## src/rtl/vx_tcu_uop_seq_pkg.sv

```systemverilog
// Shared types and default geometry for the TCU micro-op sequencer.
// Struct field widths come from the default geometry; any override must fit in them.
// Register numbers are NUM_REGS_BITS wide.
package vx_tcu_uop_seq_pkg;

  // clog2 clamped to at least one bit so single-step dimensions still get a counter
  function automatic int up_clog2(input int x);
    return (x > 1) ? $clog2(x) : 1;
  endfunction

  localparam int TCU_M_STEPS      = 2;
  localparam int TCU_N_STEPS      = 4;
  localparam int TCU_K_STEPS      = 4;
  localparam int TCU_A_SUB_BLOCKS = 1;
  localparam int TCU_B_SUB_BLOCKS = 2;
  localparam int TCU_RA           = 0;
  localparam int TCU_RB           = 10;
  localparam int TCU_RC           = 24;
  localparam int NUM_REGS_BITS    = 5;

  localparam int TCU_STEP_M_BITS  = up_clog2(TCU_M_STEPS);
  localparam int TCU_STEP_N_BITS  = up_clog2(TCU_N_STEPS);
  localparam int TCU_STEP_K_BITS  = up_clog2(TCU_K_STEPS);
  localparam int TCU_A_SUB_BITS   = up_clog2(TCU_A_SUB_BLOCKS);
  localparam int TCU_B_SUB_BITS   = up_clog2(TCU_B_SUB_BLOCKS);

  typedef struct packed {
    logic [TCU_STEP_M_BITS-1:0] step_m;
    logic [TCU_STEP_N_BITS-1:0] step_n;
    logic [TCU_STEP_K_BITS-1:0] step_k;
    logic [NUM_REGS_BITS-1:0]   rs1;
    logic [NUM_REGS_BITS-1:0]   rs2;
    logic [NUM_REGS_BITS-1:0]   rs3;
    logic [NUM_REGS_BITS-1:0]   rd;
    logic [TCU_A_SUB_BITS-1:0]  a_sub;
    logic [TCU_B_SUB_BITS-1:0]  b_sub;
    logic                       sop;
    logic                       eop;
  } tcu_uop_t;

  typedef enum logic {
    S_IDLE = 1'b0,
    S_BUSY = 1'b1
  } tcu_seq_state_e;

endpackage

```

## src/rtl/vx_tcu_uop_seq_step_ctr.sv

```systemverilog
// Three-level wrapping step counter (m outer, n middle, k inner).
// Latency: count visible the cycle after i_inc; o_last is combinational from the count.
// Backpressure: holds its count whenever i_inc is low; i_clr has priority over i_inc.
module vx_tcu_uop_seq_step_ctr
  import vx_tcu_uop_seq_pkg::*;
#(
  parameter int M_STEPS = 2,
  parameter int N_STEPS = 4,
  parameter int K_STEPS = 4,
  parameter int MW      = up_clog2(M_STEPS),
  parameter int NW      = up_clog2(N_STEPS),
  parameter int KW      = up_clog2(K_STEPS)
) (
  input  logic          i_clk,
  input  logic          i_reset,
  input  logic          i_clr,
  input  logic          i_inc,
  output logic [MW-1:0] o_m,
  output logic [NW-1:0] o_n,
  output logic [KW-1:0] o_k,
  output logic          o_last
);

  logic [MW-1:0] r_m;
  logic [NW-1:0] r_n;
  logic [KW-1:0] r_k;
  logic          w_m_max;
  logic          w_n_max;
  logic          w_k_max;

  assign w_m_max = (r_m == MW'(M_STEPS - 1));
  assign w_n_max = (r_n == NW'(N_STEPS - 1));
  assign w_k_max = (r_k == KW'(K_STEPS - 1));
  assign o_last  = w_m_max && w_n_max && w_k_max;
  assign o_m     = r_m;
  assign o_n     = r_n;
  assign o_k     = r_k;

  // k steps fastest, carrying into n and then m; everything wraps back to zero after the last step
  always_ff @(posedge i_clk) begin
    if (i_reset || i_clr) begin
      r_m <= '0;
      r_n <= '0;
      r_k <= '0;
    end else if (i_inc) begin
      if (w_k_max) begin
        r_k <= '0;
        if (w_n_max) begin
          r_n <= '0;
          r_m <= w_m_max ? '0 : r_m + MW'(1);
        end else begin
          r_n <= r_n + NW'(1);
        end
      end else begin
        r_k <= r_k + KW'(1);
      end
    end
  end

endmodule

```

## src/rtl/vx_tcu_uop_seq.sv

```systemverilog
// Expands one WMMA instruction into M_STEPS*N_STEPS*K_STEPS TCU micro-ops with sop/eop framing.
// Latency: first uop valid the cycle after acceptance; back-to-back instructions issue with no bubble.
// Backpressure: a stalled uop holds its fields and payload; in_ready only opens when idle or on the last uop's handshake.
module vx_tcu_uop_seq
  import vx_tcu_uop_seq_pkg::*;
#(
  parameter int M_STEPS      = TCU_M_STEPS,
  parameter int N_STEPS      = TCU_N_STEPS,
  parameter int K_STEPS      = TCU_K_STEPS,
  parameter int A_SUB_BLOCKS = TCU_A_SUB_BLOCKS,
  parameter int B_SUB_BLOCKS = TCU_B_SUB_BLOCKS,
  parameter int RA           = TCU_RA,
  parameter int RB           = TCU_RB,
  parameter int RC           = TCU_RC,
  parameter int DATAW        = 1
) (
  input  logic             i_clk,
  input  logic             i_reset,
  input  logic             i_in_valid,
  output logic             o_in_ready,
  input  logic [DATAW-1:0] i_in_data,
  output logic             o_out_valid,
  input  logic             i_out_ready,
  output logic [DATAW-1:0] o_out_data,
  output tcu_uop_t         o_out_uop
);

  localparam int MW      = up_clog2(M_STEPS);
  localparam int NW      = up_clog2(N_STEPS);
  localparam int KW      = up_clog2(K_STEPS);
  localparam int A_SHIFT = $clog2(A_SUB_BLOCKS);
  localparam int B_SHIFT = $clog2(B_SUB_BLOCKS);

  tcu_seq_state_e   r_state;
  logic [DATAW-1:0] r_data;

  logic [MW-1:0]    w_m;
  logic [NW-1:0]    w_n;
  logic [KW-1:0]    w_k;
  logic             w_last;
  logic             w_accept;
  logic             w_fire;
  logic [31:0]      w_a_idx;
  logic [31:0]      w_b_idx;

  // The output stage is the state register: BUSY means a uop is being presented
  assign o_out_valid = (r_state == S_BUSY);
  assign o_in_ready  = (r_state == S_IDLE) || ((r_state == S_BUSY) && w_last && i_out_ready);
  assign o_out_data  = r_data;
  assign w_accept    = i_in_valid && o_in_ready;
  assign w_fire      = o_out_valid && i_out_ready;

  vx_tcu_uop_seq_step_ctr #(
    .M_STEPS (M_STEPS),
    .N_STEPS (N_STEPS),
    .K_STEPS (K_STEPS)
  ) u_step_ctr (
    .i_clk   (i_clk),
    .i_reset (i_reset),
    .i_clr   (w_accept),
    .i_inc   (w_fire && !w_last),
    .o_m     (w_m),
    .o_n     (w_n),
    .o_k     (w_k),
    .o_last  (w_last)
  );

  // Sequencer: latch payload on accept, return to IDLE after the last uop unless a new instruction is waiting
  always_ff @(posedge i_clk) begin
    if (i_reset) begin
      r_state <= S_IDLE;
      r_data  <= '0;
    end else begin
      case (r_state)
        S_IDLE: begin
          if (w_accept) begin
            r_state <= S_BUSY;
            r_data  <= i_in_data;
          end
        end
        S_BUSY: begin
          if (w_fire && w_last) begin
            if (i_in_valid) begin
              r_data <= i_in_data;
            end else begin
              r_state <= S_IDLE;
            end
          end
        end
        default: r_state <= S_IDLE;
      endcase
    end
  end

  // Uop fields decoded from the step counters; sub-block counts are powers of two so div/mod are shift/mask
  always_comb begin
    w_a_idx = 32'(w_m) * 32'(K_STEPS) + 32'(w_k);
    w_b_idx = 32'(w_n) * 32'(K_STEPS) + 32'(w_k);
    o_out_uop        = '0;
    o_out_uop.step_m = TCU_STEP_M_BITS'(w_m);
    o_out_uop.step_n = TCU_STEP_N_BITS'(w_n);
    o_out_uop.step_k = TCU_STEP_K_BITS'(w_k);
    o_out_uop.rs1    = NUM_REGS_BITS'(32'(RA) + (w_a_idx >> A_SHIFT));
    o_out_uop.rs2    = NUM_REGS_BITS'(32'(RB) + (w_b_idx >> B_SHIFT));
    o_out_uop.rs3    = NUM_REGS_BITS'(32'(RC) + 32'(w_m) * 32'(N_STEPS) + 32'(w_n));
    o_out_uop.rd     = o_out_uop.rs3;
    o_out_uop.a_sub  = TCU_A_SUB_BITS'(w_a_idx & 32'(A_SUB_BLOCKS - 1));
    o_out_uop.b_sub  = TCU_B_SUB_BITS'(w_b_idx & 32'(B_SUB_BLOCKS - 1));
    o_out_uop.sop    = (w_m == '0) && (w_n == '0) && (w_k == '0);
    o_out_uop.eop    = w_last;
  end

endmodule
```

## config.mk

```make
export PLATFORM = sky130hd
export DESIGN_NAME = vx_tcu_uop_seq
export DESIGN_NICKNAME = d
export VERILOG_FILES = /design/src/rtl/vx_tcu_uop_seq_pkg.sv /design/src/rtl/vx_tcu_uop_seq_step_ctr.sv /design/src/rtl/vx_tcu_uop_seq.sv
export SDC_FILE = /design/constraint.sdc
export NUM_CORES = 1
export LEC_CHECK = 0
export ABC_AREA = 1
export CORE_MARGIN = 1
export CORE_UTILIZATION = 35
export CTS_CLUSTER_DIAMETER = 60
export CTS_CLUSTER_SIZE = 30
export DETAILED_ROUTE_END_ITERATION = 10
export HOLD_SLACK_MARGIN = 0.15
export PLACE_DENSITY = 0.78
export RECOVER_POWER = 25
export SLEW_MARGIN = 20
export SYNTH_ARGS = -nofsm -noshare
export SYNTH_HDL_FRONTEND = slang
export SYNTH_SLANG_ARGS = --single-unit
```

## constraint.sdc

```tcl
create_clock -name i_clk -period 1.35 [get_ports i_clk]
set_input_delay 0.135 -clock i_clk [delete_from_list [all_inputs] [get_ports i_clk]]
set_output_delay 0.135 -clock i_clk [all_outputs]
set_load 0.01 [all_outputs]
```

==> results.cfg, run 1 <==
[setup_path]
cp.arrival_ps = 1160
critical_path_class = reg2out
crit_family = buffers and inverters
crit_required_ps = 1220
worstPathMaxFanout = 3
max_stage_delay_ps = 340
start_kind = flop
endpoint_kind = output pin
crit_buf_inv = 2
crit_chain = ha_4, buf_4, dlygate4sd2_1
critical_path.slowest_cell = dfxtp_2

[sta]
period_needed_ps = 1300
rsz0062_at_grt = yes
slew_viol_final = 0
hold_viol = 0
max_freq_mhz = 770
period_share = 0.962
whs_ps = 467
fin_setup_tns_ps = 0
fin_skew_ps = 4.39
finalSetupViolCount = 0

[global_route]
grt_pass1_wl_um = 1970
grt_pass1_vias = 471
grt.total_usage = 0.147
antenna_found_initial = 0
grt_max_degree = 7
grt-ovfl-total = 0

[job]
maxCapViolations = 0

[synth]
yosys_warnings = 0
ys_seq_elements = 7
syn_inst = 78
ys_seq_area_frac = 0.248
avgSynthCellArea_um2 = 7.23
ys_types = 15
syn_area_um2 = 564

[clock_network]
hold_buffers = 0
clk_latency_ps = 250
clock_sinks = 7
cts_root_buf = clkbuf_4
htree_num_levels = 1
numCtsBuffers = 3
post_cts_buffers = 0
cts.clk_slew.worst_paths_ps = 50
cts_tree = yes
cts_buffer_depth = 2

[place]
place.gp.congestion = 0.753
placed_cell_area_um2 = 868
hpwl_um = 984
dp_cells = 123
port_buffers = 29

[route]
drt_iter0_drc = 4
routed_via_density = 4.28
first_pass_iters = 5
drtAntennaViolNets = 0
vias = 544
wirelength_um = 1250
wl_per_cell_um = 9.80
drc = 0

[layout]
ff_latch_area_um2 = 146
multiInputGateArea_um2 = 282
fin_cells = 127
final_cell_mix = dlygate4sd2_1 (18), buf_4 (13), inv_1 (12)
final_common_cell = dlygate4sd2_1
fill_cells = 152
antenna_cells = 0
final_area_um2 = 903
drive_gt1_frac = 0.351
nets = 121
area_growth_syn_to_layout_pct = 60.1
postLayoutCoreUtil = 0.600

[die]
die_area_um2 = 1780
die_w_um = 42.2
start_util = 0.375
coreArea_um2 = 1510
chipHeight_um = 42.2
io-pin-count = 37
std_cell_rows = 14

[pwr]
peakVddDrop_mv = 0.483
power.density_nw_per_um2 = 569
power_leakage_nw = 0.492

[status]
outcome = finished clean

[hold_path]
hp-class = in2reg
[cells in the mapped netlist, drive strengths merged]
library cell / n / area (µm²)
a21oi: 2 / 10.0
a31oi: 1 / 6.26
buf: 20 / 150
conb: 2 / 7.51
dfxtp: 7 / 140
ha: 4 / 50.1
inv: 15 / 56.3
nand2: 11 / 46.3
nand3: 4 / 32.5
nor2: 7 / 26.3
o21ai: 4 / 20.0
o21bai: 1 / 18.8
[per-layer routing]
layer	GRT usage	up-vias	wire length, µm	share of wire
met1	0.151	237	461	0.37
li1	-	280	-	-
met4	0.0750	0	27	0.022
met5	0	-	0	0
met3	0.0259	5	64	0.051
met2	0.281	22	692	0.56
[stage by stage]
stage	power, mW	worst slack, ps
3_5_place_dp	0.324	-163
2_1_floorplan	0.286	20.0
5_1_grt	0.543	-31.5
4_1_cts	0.508	1.48
6_report	0.514	51.8
3_3_place_gp	0.321	-147
[final timing paths]
kind	from	to	slack (ps)	depth (start not counted)
worst max-delay path	u_step_ctr.o_n[0]	o_out_uop[18]	50	3
worst min-delay path	i_reset	o_out_valid	470	2
worst max register to register	u_step_ctr.o_n[0]	u_step_ctr.o_n[0]	120	7
worst min register to register	o_out_data	o_out_data	510	2
[state kept, by name, indices dropped and copies added, names as in the netlist]
| register | flops |
|---|---|
| o_out_data | 1 |
| u_step_ctr.o_k | 2 |
| u_step_ctr.o_m | 1 |
| o_out_valid | 1 |
| u_step_ctr.o_n | 2 |
[layout make-up]
class,instances,area share
sequential,7,0.162
timing repair buffer,44,0.407
multi-input combinational,41,0.312
tap,16,0.0222
inverter,15,0.0679
clock buffer,4,0.0291
[power breakdown]
part | switching [mW] | internal, mW
Combinational | 0.0487 | 0.0521
Sequential | 0.00524 | 0.213
Clock | 0.0812 | 0.113
Total | 0.135 | 0.378
[cell families (layout without fill, tap and decap cells)]
logic type                 count (synthesis)  after routing  synth area share
adders and majority gates                  4              4            0.0887
DFF                                        7              7             0.248
AOI/OAI and AO/OA                          8              8            0.0976
and+or+nand+nor                           22             22             0.186
buffers and inverters                     35             63             0.366
other                                      2              7            0.0133
[repair_timing]
item,CTS,global route
gates resized for setup,37,16
cloned,0,0
pin swaps,0,2
setup endpoints to repair,24,7
Note: power is estimated with default switching activity, not from simulation.
==> run 2, diff against run 1 <==
CTS_CLUSTER_SIZE = 20   (was 30)
==> results of run 2 <==
The final DEF is identical to that of run 1; final timing and power are the same.
==> run 3, diff against run 2 <==
RECOVER_POWER = 50   (was 25)
==> results of run 3 <==
The final DEF is identical to that of run 1; final timing and power are the same.
